--- src/rtl/wordle_pkg.sv ---
// Shared constants for the Wordle engine: letter codes, per-position feedback codes and FSM states.
package wordle_pkg;

  localparam int LETTER_BLANK = 0;
  localparam int LETTER_A     = 1;
  localparam int LETTER_Z     = 26;
  localparam int LETTER_BKSP  = 31;

  localparam logic [1:0] FB_NONE    = 2'b00;
  localparam logic [1:0] FB_ABSENT  = 2'b01;
  localparam logic [1:0] FB_PRESENT = 2'b10;
  localparam logic [1:0] FB_CORRECT = 2'b11;

  typedef enum logic [2:0] {
    ST_IDLE,
    ST_ENTRY,
    ST_SCORE_EXACT,
    ST_SCORE_PRESENT,
    ST_SHOW,
    ST_WIN,
    ST_LOSE
  } state_t;

endpackage

--- src/rtl/wordle_press_sync.sv ---
// Two-flop synchroniser on the active-low enter button plus a falling-edge detector.
// A 1->0 transition yields a one-cycle press pulse two edges later; no backpressure, presses are never queued.
module wordle_press_sync (
  input  logic clk,
  input  logic rst_n,
  input  logic enter,
  output logic press
);

  logic sync1_q, sync1_d;
  logic sync2_q, sync2_d;
  logic prev_q,  prev_d;

  always_comb begin
    sync1_d = enter;
    sync2_d = sync1_q;
    prev_d  = sync2_q;
  end

  // Released button reads high, so resetting to 1 avoids a spurious press out of reset.
  always_ff @(posedge clk or negedge rst_n) begin
    if (!rst_n) begin
      sync1_q <= 1'b1;
      sync2_q <= 1'b1;
      prev_q  <= 1'b1;
    end else begin
      sync1_q <= sync1_d;
      sync2_q <= sync2_d;
      prev_q  <= prev_d;
    end
  end

  assign press = prev_q & ~sync2_q;

endmodule

--- src/rtl/wordle_engine.sv ---
// Wordle game engine: letter entry with backspace, duplicate-aware scoring, win/lose tracking.
// Scoring takes 1+WORD_LEN busy cycles; presses arriving while busy are dropped.
module wordle_engine
  import wordle_pkg::*;
#(
  parameter int WORD_LEN    = 4,
  parameter int MAX_GUESSES = 6,
  parameter int LETTER_W    = 5
) (
  input  logic                           clk,
  input  logic                           rst_n,
  input  logic                           enter,
  input  logic [LETTER_W-1:0]            letter_in,
  input  logic                           secret_load,
  input  logic [WORD_LEN*LETTER_W-1:0]   secret_in,
  output logic [WORD_LEN*LETTER_W-1:0]   guess,
  output logic [$clog2(WORD_LEN+1)-1:0]  entry_pos,
  output logic [2*WORD_LEN-1:0]          feedback,
  output logic [3:0]                     guess_count,
  output logic                           busy,
  output logic                           win,
  output logic                           lose
);

  localparam int GW    = WORD_LEN * LETTER_W;
  localparam int EP_W  = $clog2(WORD_LEN + 1);
  localparam int IDX_W = $clog2(WORD_LEN);

  logic press;

  wordle_press_sync u_press_sync (
    .clk   (clk),
    .rst_n (rst_n),
    .enter (enter),
    .press (press)
  );

  state_t              state_q, state_d;
  logic [GW-1:0]       secret_q, secret_d;
  logic                secret_valid_q, secret_valid_d;
  logic [GW-1:0]       guess_q, guess_d;
  logic [EP_W-1:0]     entry_pos_q, entry_pos_d;
  logic [2*WORD_LEN-1:0] fb_q, fb_d;
  logic [3:0]          guess_count_q, guess_count_d;
  logic [WORD_LEN-1:0] used_q, used_d;
  logic [IDX_W-1:0]    idx_q, idx_d;
  logic                busy_q, busy_d;
  logic                win_q, win_d;
  logic                lose_q, lose_d;

  logic [LETTER_W-1:0] g [WORD_LEN];
  logic [LETTER_W-1:0] s [WORD_LEN];
  logic [WORD_LEN-1:0] exact;

  always_comb begin
    for (int i = 0; i < WORD_LEN; i++) begin
      g[i]     = guess_q[i*LETTER_W +: LETTER_W];
      s[i]     = secret_q[i*LETTER_W +: LETTER_W];
      exact[i] = (g[i] == s[i]);
    end
  end

  // One guess position per cycle: find the lowest free, non-exact secret slot holding the same letter.
  logic [LETTER_W-1:0] cur_g;
  logic                cur_correct;
  logic                found;
  logic [WORD_LEN-1:0] hit;

  always_comb begin
    cur_g       = '0;
    cur_correct = 1'b0;
    found       = 1'b0;
    hit         = '0;
    for (int i = 0; i < WORD_LEN; i++) begin
      if (IDX_W'(i) == idx_q) begin
        cur_g       = g[i];
        cur_correct = (fb_q[2*i +: 2] == FB_CORRECT);
      end
    end
    for (int j = 0; j < WORD_LEN; j++) begin
      if (!found && !used_q[j] && !exact[j] && (s[j] == cur_g)) begin
        found  = 1'b1;
        hit[j] = 1'b1;
      end
    end
  end

  logic            is_letter;
  logic            is_bksp;
  logic [EP_W-1:0] ep_dec;
  logic [3:0]      gc_inc;

  always_comb begin
    is_letter = (letter_in >= LETTER_W'(LETTER_A)) && (letter_in <= LETTER_W'(LETTER_Z));
    is_bksp   = (letter_in == LETTER_W'(LETTER_BKSP));
    ep_dec    = entry_pos_q - EP_W'(1);
    gc_inc    = guess_count_q + 4'd1;
  end

  always_comb begin
    state_d        = state_q;
    secret_d       = secret_q;
    secret_valid_d = secret_valid_q;
    guess_d        = guess_q;
    entry_pos_d    = entry_pos_q;
    fb_d           = fb_q;
    guess_count_d  = guess_count_q;
    used_d         = used_q;
    idx_d          = idx_q;

    unique case (state_q)
      ST_IDLE: begin
        if (secret_load) begin
          secret_d       = secret_in;
          secret_valid_d = 1'b1;
        end
        if (press && (secret_valid_q || secret_load)) begin
          guess_d       = '0;
          fb_d          = '0;
          entry_pos_d   = '0;
          guess_count_d = '0;
          used_d        = '0;
          state_d       = ST_ENTRY;
        end
      end

      ST_ENTRY: begin
        if (press) begin
          if (is_bksp) begin
            if (entry_pos_q != '0) begin
              entry_pos_d = ep_dec;
              for (int i = 0; i < WORD_LEN; i++) begin
                if (EP_W'(i) == ep_dec) guess_d[i*LETTER_W +: LETTER_W] = LETTER_W'(LETTER_BLANK);
              end
            end
          end else if (entry_pos_q == EP_W'(WORD_LEN)) begin
            state_d = ST_SCORE_EXACT;
          end else if (is_letter) begin
            entry_pos_d = entry_pos_q + EP_W'(1);
            for (int i = 0; i < WORD_LEN; i++) begin
              if (EP_W'(i) == entry_pos_q) guess_d[i*LETTER_W +: LETTER_W] = letter_in;
            end
          end
        end
      end

      ST_SCORE_EXACT: begin
        // Non-exact positions are cleared so feedback kept from the previous guess cannot leak in.
        for (int i = 0; i < WORD_LEN; i++) begin
          fb_d[2*i +: 2] = exact[i] ? FB_CORRECT : FB_NONE;
        end
        used_d  = exact;
        idx_d   = '0;
        state_d = ST_SCORE_PRESENT;
      end

      ST_SCORE_PRESENT: begin
        if (!cur_correct) begin
          for (int i = 0; i < WORD_LEN; i++) begin
            if (IDX_W'(i) == idx_q) fb_d[2*i +: 2] = found ? FB_PRESENT : FB_ABSENT;
          end
          used_d = used_q | hit;
        end
        if (idx_q == IDX_W'(WORD_LEN - 1)) begin
          idx_d = '0;
          if (&exact) begin
            state_d = ST_WIN;
          end else begin
            guess_count_d = gc_inc;
            state_d       = (gc_inc == 4'(MAX_GUESSES)) ? ST_LOSE : ST_SHOW;
          end
        end else begin
          idx_d = idx_q + IDX_W'(1);
        end
      end

      ST_SHOW: begin
        if (press) begin
          guess_d     = '0;
          entry_pos_d = '0;
          state_d     = ST_ENTRY;
        end
      end

      ST_WIN, ST_LOSE: begin
        if (press) state_d = ST_IDLE;
      end

      default: state_d = ST_IDLE;
    endcase

    busy_d = (state_d == ST_SCORE_EXACT) || (state_d == ST_SCORE_PRESENT);
    win_d  = (state_d == ST_WIN);
    lose_d = (state_d == ST_LOSE);
  end

  always_ff @(posedge clk or negedge rst_n) begin
    if (!rst_n) begin
      state_q        <= ST_IDLE;
      secret_q       <= '0;
      secret_valid_q <= 1'b0;
      guess_q        <= '0;
      entry_pos_q    <= '0;
      fb_q           <= '0;
      guess_count_q  <= '0;
      used_q         <= '0;
      idx_q          <= '0;
      busy_q         <= 1'b0;
      win_q          <= 1'b0;
      lose_q         <= 1'b0;
    end else begin
      state_q        <= state_d;
      secret_q       <= secret_d;
      secret_valid_q <= secret_valid_d;
      guess_q        <= guess_d;
      entry_pos_q    <= entry_pos_d;
      fb_q           <= fb_d;
      guess_count_q  <= guess_count_d;
      used_q         <= used_d;
      idx_q          <= idx_d;
      busy_q         <= busy_d;
      win_q          <= win_d;
      lose_q         <= lose_d;
    end
  end

  assign guess       = guess_q;
  assign entry_pos   = entry_pos_q;
  assign feedback    = fb_q;
  assign guess_count = guess_count_q;
  assign busy        = busy_q;
  assign win         = win_q;
  assign lose        = lose_q;

endmodule
--- config.mk ---
export PLATFORM = sky130hd
export DESIGN_NAME = wordle_engine
export DESIGN_NICKNAME = d
export VERILOG_FILES = /design/src/rtl/wordle_pkg.sv /design/src/rtl/wordle_press_sync.sv /design/src/rtl/wordle_engine.sv
export SDC_FILE = /design/constraint.sdc
export NUM_CORES = 1
export LEC_CHECK = 0
export CAP_MARGIN = 25
export CORE_UTILIZATION = 30
export DETAILED_ROUTE_END_ITERATION = 16
export HOLD_SLACK_MARGIN = 0.12
export MAX_ROUTING_LAYER = met4
export PLACE_DENSITY_LB_ADDON = 0.15
export RECOVER_POWER = 50
export SLEW_MARGIN = 20
export SYNTH_ARGS = -nofsm -noshare
export SYNTH_HDL_FRONTEND = slang
export SYNTH_SLANG_ARGS = --single-unit
--- constraint.sdc ---
create_clock -name clk -period 2.8 [get_ports clk]
set_input_delay 0.56 -clock clk [delete_from_list [all_inputs] [get_ports clk]]
set_output_delay 0.56 -clock clk [all_outputs]
set_load 0.005 [all_outputs]
==> results.md <==
- Worst setup EP type: flop
- Clock slew at reported path FFs: 0.06 ns
- Total number of vias: 3370
- Skew final: 0.009736 ns
- Maximum net fanout on the critical path: 6
- Pre-CTS worst setup slack: -0.06208 ns
- Clock buffer depth: 2
- Area share of the largest cell type after synthesis: 40.66%
- HPWL after detailed placement: 8.742 mm
- Detailed Routing Iterations Pass 1: 4
- Data required time of the critical path: 3.02 ns
- Remaining design rule violation count: 0
- Slowest stage cell on the critical path: sky130_fd_sc_hd__or4_4
- Core Util, Final: between 40% and 50%
- Post-detailed-placement cell area: 5296 um2
- Cell breakdown of the critical path: inv_4 -> ha_4 -> buf_12 -> nand3b_1 -> a211oi_2 -> buf_4 -> xnor2_2 -> nand4_1 -> or4_4 -> and4_4 -> o221a_1
- Synth area leaders: sky130_fd_sc_hd__dfrtp_1, sky130_fd_sc_hd__mux2_2, sky130_fd_sc_hd__xnor2_1
- Critical path's top delay family: simple AND/OR/NAND/NOR gates
- Highest clock frequency the design can meet: 362.8 MHz
- Arr. time, crit path: 2.98 ns
- Part of the cycle the worst path needs: 98.45%
- Max Cap Viol: 0
- Wire length per cell: about 17 um
- Slew at the pin with the worst max-slew slack: 1.226 ns
- Ys flop type: sky130_fd_sc_hd__dfrtp_1
- Power Dens Cells: 1278 nW/um2
- Post-synthesis cell count: just under 400
- Yosys cell types: 55
- Leak pwr: 0.002318 uW
- Final-report max-slew violation count: 0
- Sequential-to-total area share from yosys stat: 42.54%
- Count of flip-flops with a built-in enable after synthesis: 0
- Detailed router's first-iteration violation count: approximately 150
- Number of buffers inserted during clock tree synthesis: 9
- Most common cell after layout, fill and taps aside: sky130_fd_sc_hd__dfrtp_1
- Average via count per standard cell: 4.949
- Crit start category: flop
- Seq. cell area: around 1800 um2
- Final worst path period need: 2.757 ns
- Relative slew slack: 18.29%
- Final non-filler cell total: 681
- Least setup slack across all paths after layout: 0.04331 ns
- Total nets after synthesis: around 440
- Total placed cells including tap cells: about 660
- Cell area after layout: 5722 um2
- Fraction of layout instances using a drive strength above 1: 26.53%
- Rows: 42
- Effective utilization at floorplan: 31.23%
- Vert. Die Dim: between 100 and 150 um
- Antenna diode count: 0
- CTS tree: built
- Avg Cell Area, Syn: 10.65 um2
- Largest vdd supply drop: roughly 0.0005 V
- Number of levels in the clock H-tree: 3
- Number of sinks driven by the clock tree: 71
- Count of synthesis-stage warnings from yosys: 0
- GRT Overall Usage: 17.44%
- Fillers: 1306
- Layout overhead on the synthesized area: 36.71%
- RSZ-0062 raised after global routing: true
- IO buf count: 66
- Ys async rst share: 100.0%
- Cell accounting for the most synthesized area: sky130_fd_sc_hd__dfrtp_1
- Number of synthesized register bits: 71
- Die Footprint: ~14000 um2
- Initial antenna violation count: 0
- Core Area: 13400 um2
- Multi-input gate area: 2396 um2
- Most frequent cells in the layout: sky130_fd_sc_hd__dfrtp_1, sky130_fd_sc_hd__clkdlybuf4s50_1, sky130_fd_sc_hd__mux2_2
- Bufs and invs on worst path: 3
- Routed wire length: 11.46 mm
- Wire length of the first global-routing pass: 18.44 mm
- Class of the worst hold path: reg -> reg
- Cell area after synthesis: 4185 um2
- Net total in the final layout: roughly 540
- Via count of the first global-routing pass: 3318
- Global placer's final weighted congestion: roughly 0.86
- Final Hold Viols: 0
- Outcome: finished clean
- Die Width: between 100 and 150 um
- Ports: 67
- Global-route congestion overflow total: 0
- Worst reg-to-reg setup slack: 0.04 ns
- Clock insertion delay at the later pin of the skew report: 0.34 ns
- Kind of critical path: reg -> reg
- Final total negative setup slack: 0 ns
- Clock root buffer: sky130_fd_sc_hd__clkbuf_16
- Final antenna-violating net count: 0
- Final setup violation count: 0
- Maximum number of pins on one net before global-route repair: 30
- Largest stage delay on the critical path: ~0.58 ns
==> flip-flops by register name (all words and copies together), names as in the netlist <==
| name | count |
|---|---|
| guess_count | 4 |
| busy | 1 |
| u_press_sync.sync1_q | 1 |
| secret_q | 20 |
| u_press_sync.prev_d | 1 |
| u_press_sync.prev_q | 1 |
| state_q | 3 |
| entry_pos | 3 |
| secret_valid_q | 1 |
| guess | 20 |
| win | 1 |
| feedback | 8 |
| idx_q | 2 |
| used_q | 4 |
| lose | 1 |
==> power breakdown <==
group / internal, uW / leakage (uW) / switching, uW
sequential: 1460 / 0.000878 / 602
clock: 716 / 0.000138 / 422
combinational: 2320 / 0.00130 / 1790
==> cell families after synthesis <==
logic type	after synthesis	share of synthesized area, %
AO/OA/AOI/OAI	87	15.34
XOR/XNOR	43	8.998
adder cells (fa/ha/maj)	13	3.886
buffers and inverters	25	2.690
flip-flops	71	42.54
multiplexers	41	11.03
AND/OR/NAND/NOR	113	15.52
==> routing by layer <==
layer / share of wire [%] / wire, um / track usage (%)
met5: 0 / 0 / -
met4: 1.3 / 151 / 6.172
met3: 4.1 / 465 / 3.802
met2: 48 / 5445 / 26.65
met1: 47 / 5397 / 22.67
==> final timing paths <==
check	depth (start not counted)	endpoint	from
worst max-delay path	11	feedback[0]	idx_q[1]
worst min-delay path	0	u_press_sync.prev_d	u_press_sync.sync1_q
worst max register to register	11	feedback[0]	idx_q[1]
worst min register to register	0	u_press_sync.prev_d	u_press_sync.sync1_q
max in group asynchronous	2	secret_q[10]	rst_n
min in group asynchronous	1	state_q[0]	rst_n
==> metrics by stage <==
step	total power, uW	hold slack, ns
CTS	7130	0.1774
global placement	5896	0.3484
detailed placement	5933	0.3476
global route	7849	0.3624
floorplan	4375	0.2644
finish	7315	0.3596
==> final cells by class <==
cell class / instances / area share, %
clock buffers: 15 / 4.505
clock inverters: 1 / 0.5248
inverters: 11 / 0.7654
multi-input cells: 297 / 41.88
flip-flops and latches: 71 / 31.16
well taps: 176 / 3.849
repair buffers: 110 / 17.32
==> worst reg2reg max path, cell delays in order, from the launching register on <==
cell and delay [ns]:
sky130_fd_sc_hd__dfrtp_2 0.42, sky130_fd_sc_hd__inv_4 0.06, sky130_fd_sc_hd__ha_4 0.17, sky130_fd_sc_hd__buf_12 0.13, sky130_fd_sc_hd__nand3b_1 0.18, sky130_fd_sc_hd__a211oi_2 0.26, sky130_fd_sc_hd__buf_4 0.18, sky130_fd_sc_hd__xnor2_2 0.10
sky130_fd_sc_hd__nand4_1 0.14, sky130_fd_sc_hd__or4_4 0.58, sky130_fd_sc_hd__and4_4 0.19, sky130_fd_sc_hd__o221a_1 0.22
==> cell usage after synthesis (all sizes together) (7+ instances only) <==
library cell and instances:
xor2 12, inv 10, nand2 25, a211oi 11, mux2 41, dfrtp 68, a31oi 7, a21oi 17
xnor2 31, clkbuf 8, ha 13, nand4 7, o21ai 20, nor2 13, nand3 17
==> repair_timing <==
action                     4_1_cts  5_1_grt
setup endpoints to repair        6        8
gates resized for setup          3       20
hold buffers                     0        0
pin swaps                        0        8
buffers inserted                 0        4
hold endpoints to repair         0        0
Note: power is estimated with default switching activity, not from simulation.
==> RTL change 1, RTL diff (same settings) <==
Change the parameter `MAX_GUESSES` from 6 to 3.
--- a/src/rtl/wordle_engine.sv
+++ b/src/rtl/wordle_engine.sv
@@ -5,5 +5,5 @@
 #(
   parameter int WORD_LEN    = 4,
-  parameter int MAX_GUESSES = 6,
+  parameter int MAX_GUESSES = 3,
   parameter int LETTER_W    = 5
 ) (
Formal check against the unedited RTL: no difference found for any inputs over 10 cycles, from zero or initial values and one cycle with rst_n low; that may be too few to reach the edited logic, so the function may still have changed.
==> RTL change 1 against the unedited design <==
Total power down 2.8%. Critical path depth down 1. Wire length up 4.2%. Non-clock buffer count up 16. Utilization up 1.3 points. Largest cell class unchanged. Sequential cell count unchanged. Cell area up 3.4%. Synthesized area up 0.78%. Worst setup slack worse by 0.040 ns. Clock skew about the same. Largest power group unchanged. Sequential power down 5%. Critical path type unchanged. Fmax down 1.4%.
==> RTL change 1: results (changes against the unedited design) <==
metric	value	unit	change
status	finished clean		
diode count	0		unchanged
Worst Path Max Fanout	5		-1
Worst Hold Slack	0.357	ns	-0.00281 ns
Mean Syn Cell Area	10.6	µm²	-0.74%
CTS clk-pin slew, worst paths	0.06	ns	about the same
hold depth	0		unchanged
Worst Path Arrival	3.05	ns	+0.07 ns
r2r endpoint	used_q[2]		
sequential fraction of the synthesis area	0.422		-0.00328
synthesized net count	441		+1.4%
Lkg Pwr	2.44	nW	+5.1%
share of layout cells above drive strength 1	0.292		+0.0266
post-synthesis mux area share	0.112		+0.00123
Async SR Flop Fraction	1.00		unchanged
Max VDD drop	0.000543	V	+7.6%
commonest cells in the netlist	dfrtp_1 (68), mux2_2 (40), xnor2_1 (30), nand2_1 (28), o21ai_0 (24)		
post-synthesis xor/xnor area fraction	0.0952		+0.00524
first drt pass iteration count	4		unchanged
Synth Area in Compound Gates	0.146		-0.00741
placed insts	673		+1.8%
Worst Hold Path EP	u_press_sync.prev_d		
family with the most delay on the worst path	simple AND/OR/NAND/NOR gates		
worst-case clock buffer depth	2		unchanged
pre-CTS setup slack	-0.148	ns	-0.0858 ns
CP max-delay cell	or4b_1		
Synth Flop Type	dfrtp_1		
Vias	3576		+6.1%
DRT iter0 DRCs	201		+31%
PortBufs	66		unchanged
worst r2r src	idx_q[0]		
nets	561		+3.5%
Worst R2R Setup Slack	0.004	ns	-0.04 ns
GRT Overall Usage	0.180		+0.00525
post-DP HPWL	9010	µm	+3.1%
vias in the first global route	3515		+5.9%
H-tree depth	3		unchanged
Hold Crit Start	u_press_sync.sync1_q		
Placer Congestion	0.833		-3.1%
largest net degree at the start of global routing	30		unchanged
skew final	0.00951	ns	-0.000224 ns
Register-to-Register Path Depth	10		-1
clk root buf	clkbuf_16		
total CTS buffers	9		unchanged
Netlist cell types	60		+9.1%
initial antenna violation count	0		unchanged
post-synthesis adder-cell area fraction	0.0386		-0.000300
final wirelength	11900	µm	+4.2%
Yosys warnings	0		unchanged
largest cells by area after synthesis	dfrtp_1 (40%), mux2_2 (11%), xnor2_1 (6.2%), ha_1 (3.9%), xor2_1 (2.9%)		
first-pass GRT wire length	19400	µm	+5.2%
HP Class	reg -> reg		
Via density	5.11		+3.2%
Critical Path Max Stage Delay	0.51	ns	-0.07 ns
worst-skew pair later-pin latency	0.34	ns	about the same
Max-slew headroom	0.0848		-0.0981
[RTL change 1: cell types whose count changed after synthesis, moves of 4 or more]
| cell | before | now |
|---|---|---|
| a21oi_1 | 17 | 10 |
| a211oi_1 | 1 | 7 |
| o21ai_0 | 18 | 24 |
| a211oi_2 | 9 | 4 |
| a22oi_1 | 2 | 7 |
| o211ai_1 | 0 | 5 |
| o21a_1 | 5 | 0 |
| a21o_1 | 0 | 4 |
| a31oi_1 | 7 | 3 |
[RTL change 1: power by group]
group	switching (mW)	internal, mW
clock network	0.474	0.699
registers	0.524	1.42
logic	1.81	2.18
total	2.81	4.30
[RTL change 1: area by class of cell]
class / count / area, µm²
clock buffers: 9 / 225
clock inverters: 7 / 80.1
fillers: 1320 / 7540
inverters: 11 / 41.3
multi-input cells: 300 / 2450
flip-flops and latches: 71 / 1780
well taps: 176 / 220
repair buffers: 126 / 1110
[RTL change 1: worst max-delay path by stage]
stage	from	endpoint	slack (ns)	cells after the start
6_report	idx_q[0]	used_q[2]	0.004	10
5_1_grt	idx_q[0]	used_q[2]	-0.13	9
4_1_cts	idx_q[0]	used_q[2]	0.007	9
3_5_place_dp	idx_q[1]	used_q[2]	-0.15	9
3_3_place_gp	idx_q[1]	feedback[7]	-0.07	11
2_1_floorplan	idx_q[0]	used_q[2]	0.0005	9
[RTL change 1: logic make-up after synthesis]
group	Yosys count
compound gates	86
xor+xnor	45
fa+ha+maj	13
buf+inv	28
flops	71
mux	42
simple gates	114
[RTL change 1: per-layer routing]
layer	track usage	wire [µm]	vias up
met5	-	0	-
met4	0.0525	205	0
met3	0.0340	522	18
met2	0.272	5470	102
met1	0.245	5740	1774
li1	-	-	1682
[RTL change 1: timing repair]
item / CTS / global route
setup endpoints to repair: 12 / 13
hold buffers: 0 / 0
setup buffers: 1 / 12
pin swaps: 4 / 15
cloned: 0 / 0
gates resized for setup: 13 / 19
[RTL change 1: metrics by stage]
step	setup TNS (ns)	util	cell area [µm²]
final	0	0.440	5920
after global routing	-0.622	0.440	5920
after CTS	0	0.430	5790
after detailed placement	-2.70	0.403	5420
after global placement	-0.998	0.403	5420
after floorplan	0	-	4230
==> RTL change 2, RTL diff (config.mk and constraints unchanged) <==
Made on the original files. The 7 states of `state_t` get a Gray code encoding in 3 bits.
--- a/src/rtl/wordle_pkg.sv
+++ b/src/rtl/wordle_pkg.sv
@@ -13,11 +13,11 @@
 
   typedef enum logic [2:0] {
-    ST_IDLE,
-    ST_ENTRY,
-    ST_SCORE_EXACT,
-    ST_SCORE_PRESENT,
-    ST_SHOW,
-    ST_WIN,
-    ST_LOSE
+    ST_IDLE          = 3'b000,
+    ST_ENTRY         = 3'b001,
+    ST_SCORE_EXACT   = 3'b011,
+    ST_SCORE_PRESENT = 3'b010,
+    ST_SHOW          = 3'b110,
+    ST_WIN           = 3'b111,
+    ST_LOSE          = 3'b101
   } state_t;
 
Formal check against the unedited RTL: no difference found for any inputs over 10 cycles, from zero or initial values and one cycle with rst_n low; not proved beyond that.
==> RTL change 2 against the unedited design <==
The flow now finishes with violations (capacitance limit, slew limit, setup timing). Highest routed layer unchanged. Wire length increased by 4.6%. Synthesized area decreased by 0.78%. Sequential cell count unchanged. Total power decreased by 6.5%. Worst setup slack got worse by 0.067 ns. Cell area increased by 1.4%. Critical path type unchanged. Hold slack about the same. Die area decreased by 0.76%. Synthesized cell count increased by 1.0%.
==> RTL change 2: results (changes against the unedited design) <==
metric	value	unit	change
Worst Max-Slew Pin Slew	1.59	ns	+0.364 ns
worst setup margin	-0.0241	ns	-0.0674 ns
maxcap violations	1		+1
Lkg Pwr	2.46	nW	+6.0%
first-pass GRT wire length	19100	µm	+3.7%
vias in the first global route	3499		+5.5%
largest net degree at the start of global routing	28		-6.7%
Mapped Cells	397		+1.0%
hold depth	0		unchanged
worst-case clock buffer depth	2		unchanged
Placer Congestion	0.828		-3.7%
final setup TNS	-0.0241	ns	-0.0241 ns
worst-skew pair later-pin latency	0.35	ns	
initial antenna violation count	0		unchanged
post-route ant nets	0		unchanged
nets	557		+2.8%
Netlist cell types	54		-1.8%
status	complete, but fails checks		
post-DP HPWL	9140	µm	+4.6%
synthesized net count	439		+0.92%
skew final	0.0105	ns	+0.000724 ns
share of layout cells above drive strength 1	0.271		+0.00581
Fill cells	1300		-0.46%
DRT iter0 DRCs	164		+7.2%
Yosys warnings	0		unchanged
diode count	0		unchanged
HP Class	reg -> reg		
Register-to-Register Path Depth	12		+1
max-slew violations	27		+27
clk root buf	clkbuf_16		
Worst Path Max Fanout	11		+5
Critical Path Max Stage Delay	0.55	ns	-0.03 ns
GRT Overall Usage	0.182		+0.00807
first drt pass iteration count	5		+1
Async SR Flop Fraction	1.00		unchanged
commonest cells in the netlist	dfrtp_1 (68), mux2_2 (41), nand2_1 (25), o21ai_0 (24), xnor2_1 (24)		
wire per inst	17.2	µm	+2.3%
sequential fraction of the synthesis area	0.429		+0.00333
Setup violations, final	1		+1
placed insts	676		+2.3%
PortBufs	66		unchanged
CP max-delay cell	or4b_4		
H-tree depth	3		unchanged
largest cells by area after synthesis	dfrtp_1 (41%), mux2_2 (11%), xnor2_1 (5.1%), xor2_1 (4.2%), ha_1 (3.9%)		
Vias	3448		+2.3%
total CTS buffers	9		unchanged
CTS clk-pin slew, worst paths	0.06	ns	about the same
failing checks	capacitance limit, slew limit, setup timing		
pre-CTS setup slack	-0.197	ns	-0.135 ns
Max VDD drop	0.000445	V	-12%
final wirelength	12000	µm	+4.6%
Worst Path Arrival	3.05	ns	+0.07 ns
RTL change 2: changes by cell type in the layout (fill, tap and decap cells not counted), sizes merged, moves of 4 or more:
| cell | before | now |
|---|---|---|
| buf | 41 | 52 |
| a21oi | 17 | 9 |
| nor2 | 13 | 21 |
| xor2 | 12 | 20 |
| o21ai | 20 | 27 |
| xnor2 | 31 | 24 |
| nand3 | 17 | 12 |
| nand2b | 3 | 7 |
| nand4 | 7 | 3 |
| o221a | 6 | 2 |
| or4 | 4 | 0 |
RTL change 2: cell families after synthesis:
kind of cell | synth area share
fa+ha+maj | 0.0392
flops | 0.429
simple gates | 0.169
buf+inv | 0.0280
mux | 0.116
xor+xnor | 0.0928
compound gates | 0.127
RTL change 2: worst paths after layout:
kind	start	endpoint	slack, ns
setup / recovery	idx_q[1]	feedback[5]	-0.02
hold / removal	u_press_sync.sync1_q	u_press_sync.prev_d	0.36
setup reg to reg	idx_q[1]	feedback[5]	-0.02
hold reg to reg	u_press_sync.sync1_q	u_press_sync.prev_d	0.36
max in group asynchronous	rst_n	secret_q[6]	0.77
min in group asynchronous	rst_n	state_q[0]	0.61
RTL change 2: what timing repair did:
item                       in CTS  in global routing
resized for setup              21                  5
setup endpoints to repair       9                  9
pin swaps                       6                  1
setup buffers                   3                  1
hold buffers                    0                  0
gates cloned                    0                  0
RTL change 2: report_power, final:
part	internal, mW	switching (mW)
logic	1.99	1.67
registers	1.44	0.528
clock network	0.760	0.444
RTL change 2: metal layers:
layer,vias to the layer above,share of wire,GRT usage
met5,-,0,-
met1,1687,0.48,0.241
li1,1667,-,-
met3,14,0.037,0.0299
met4,0,0.021,0.0773
met2,80,0.46,0.277
RTL change 2: worst max-delay path: cells and delay by family, from the launching register on:
family	cells	cell delay, ns
AOI/OAI and AO/OA	2	0.51
xor gates and xnor gates	1	0.06
adders and majority gates	1	0.19
buffers and inverters	4	0.60
DFF	1	0.44
and+or+nand+nor	4	0.90
RTL change 2: through the flow:
step | cell area, µm² | utilization | total power, mW
final | 5800 | 0.435 | 6.84
after CTS | 5770 | 0.433 | 6.80
after detailed placement | 5340 | 0.400 | 5.36
after floorplan | 4150 | - | 3.95
after global placement | 5340 | 0.400 | 5.32
after global routing | 5800 | 0.435 | 7.33
RTL change 2: layout make-up:
class | count | share of cell area
inverter | 11 | 0.00712
clock buffer | 13 | 0.0466
timing repair buffer | 120 | 0.184
sequential | 71 | 0.307
clock inverter | 3 | 0.00690
multi-input combinational | 302 | 0.410
tap | 176 | 0.0380
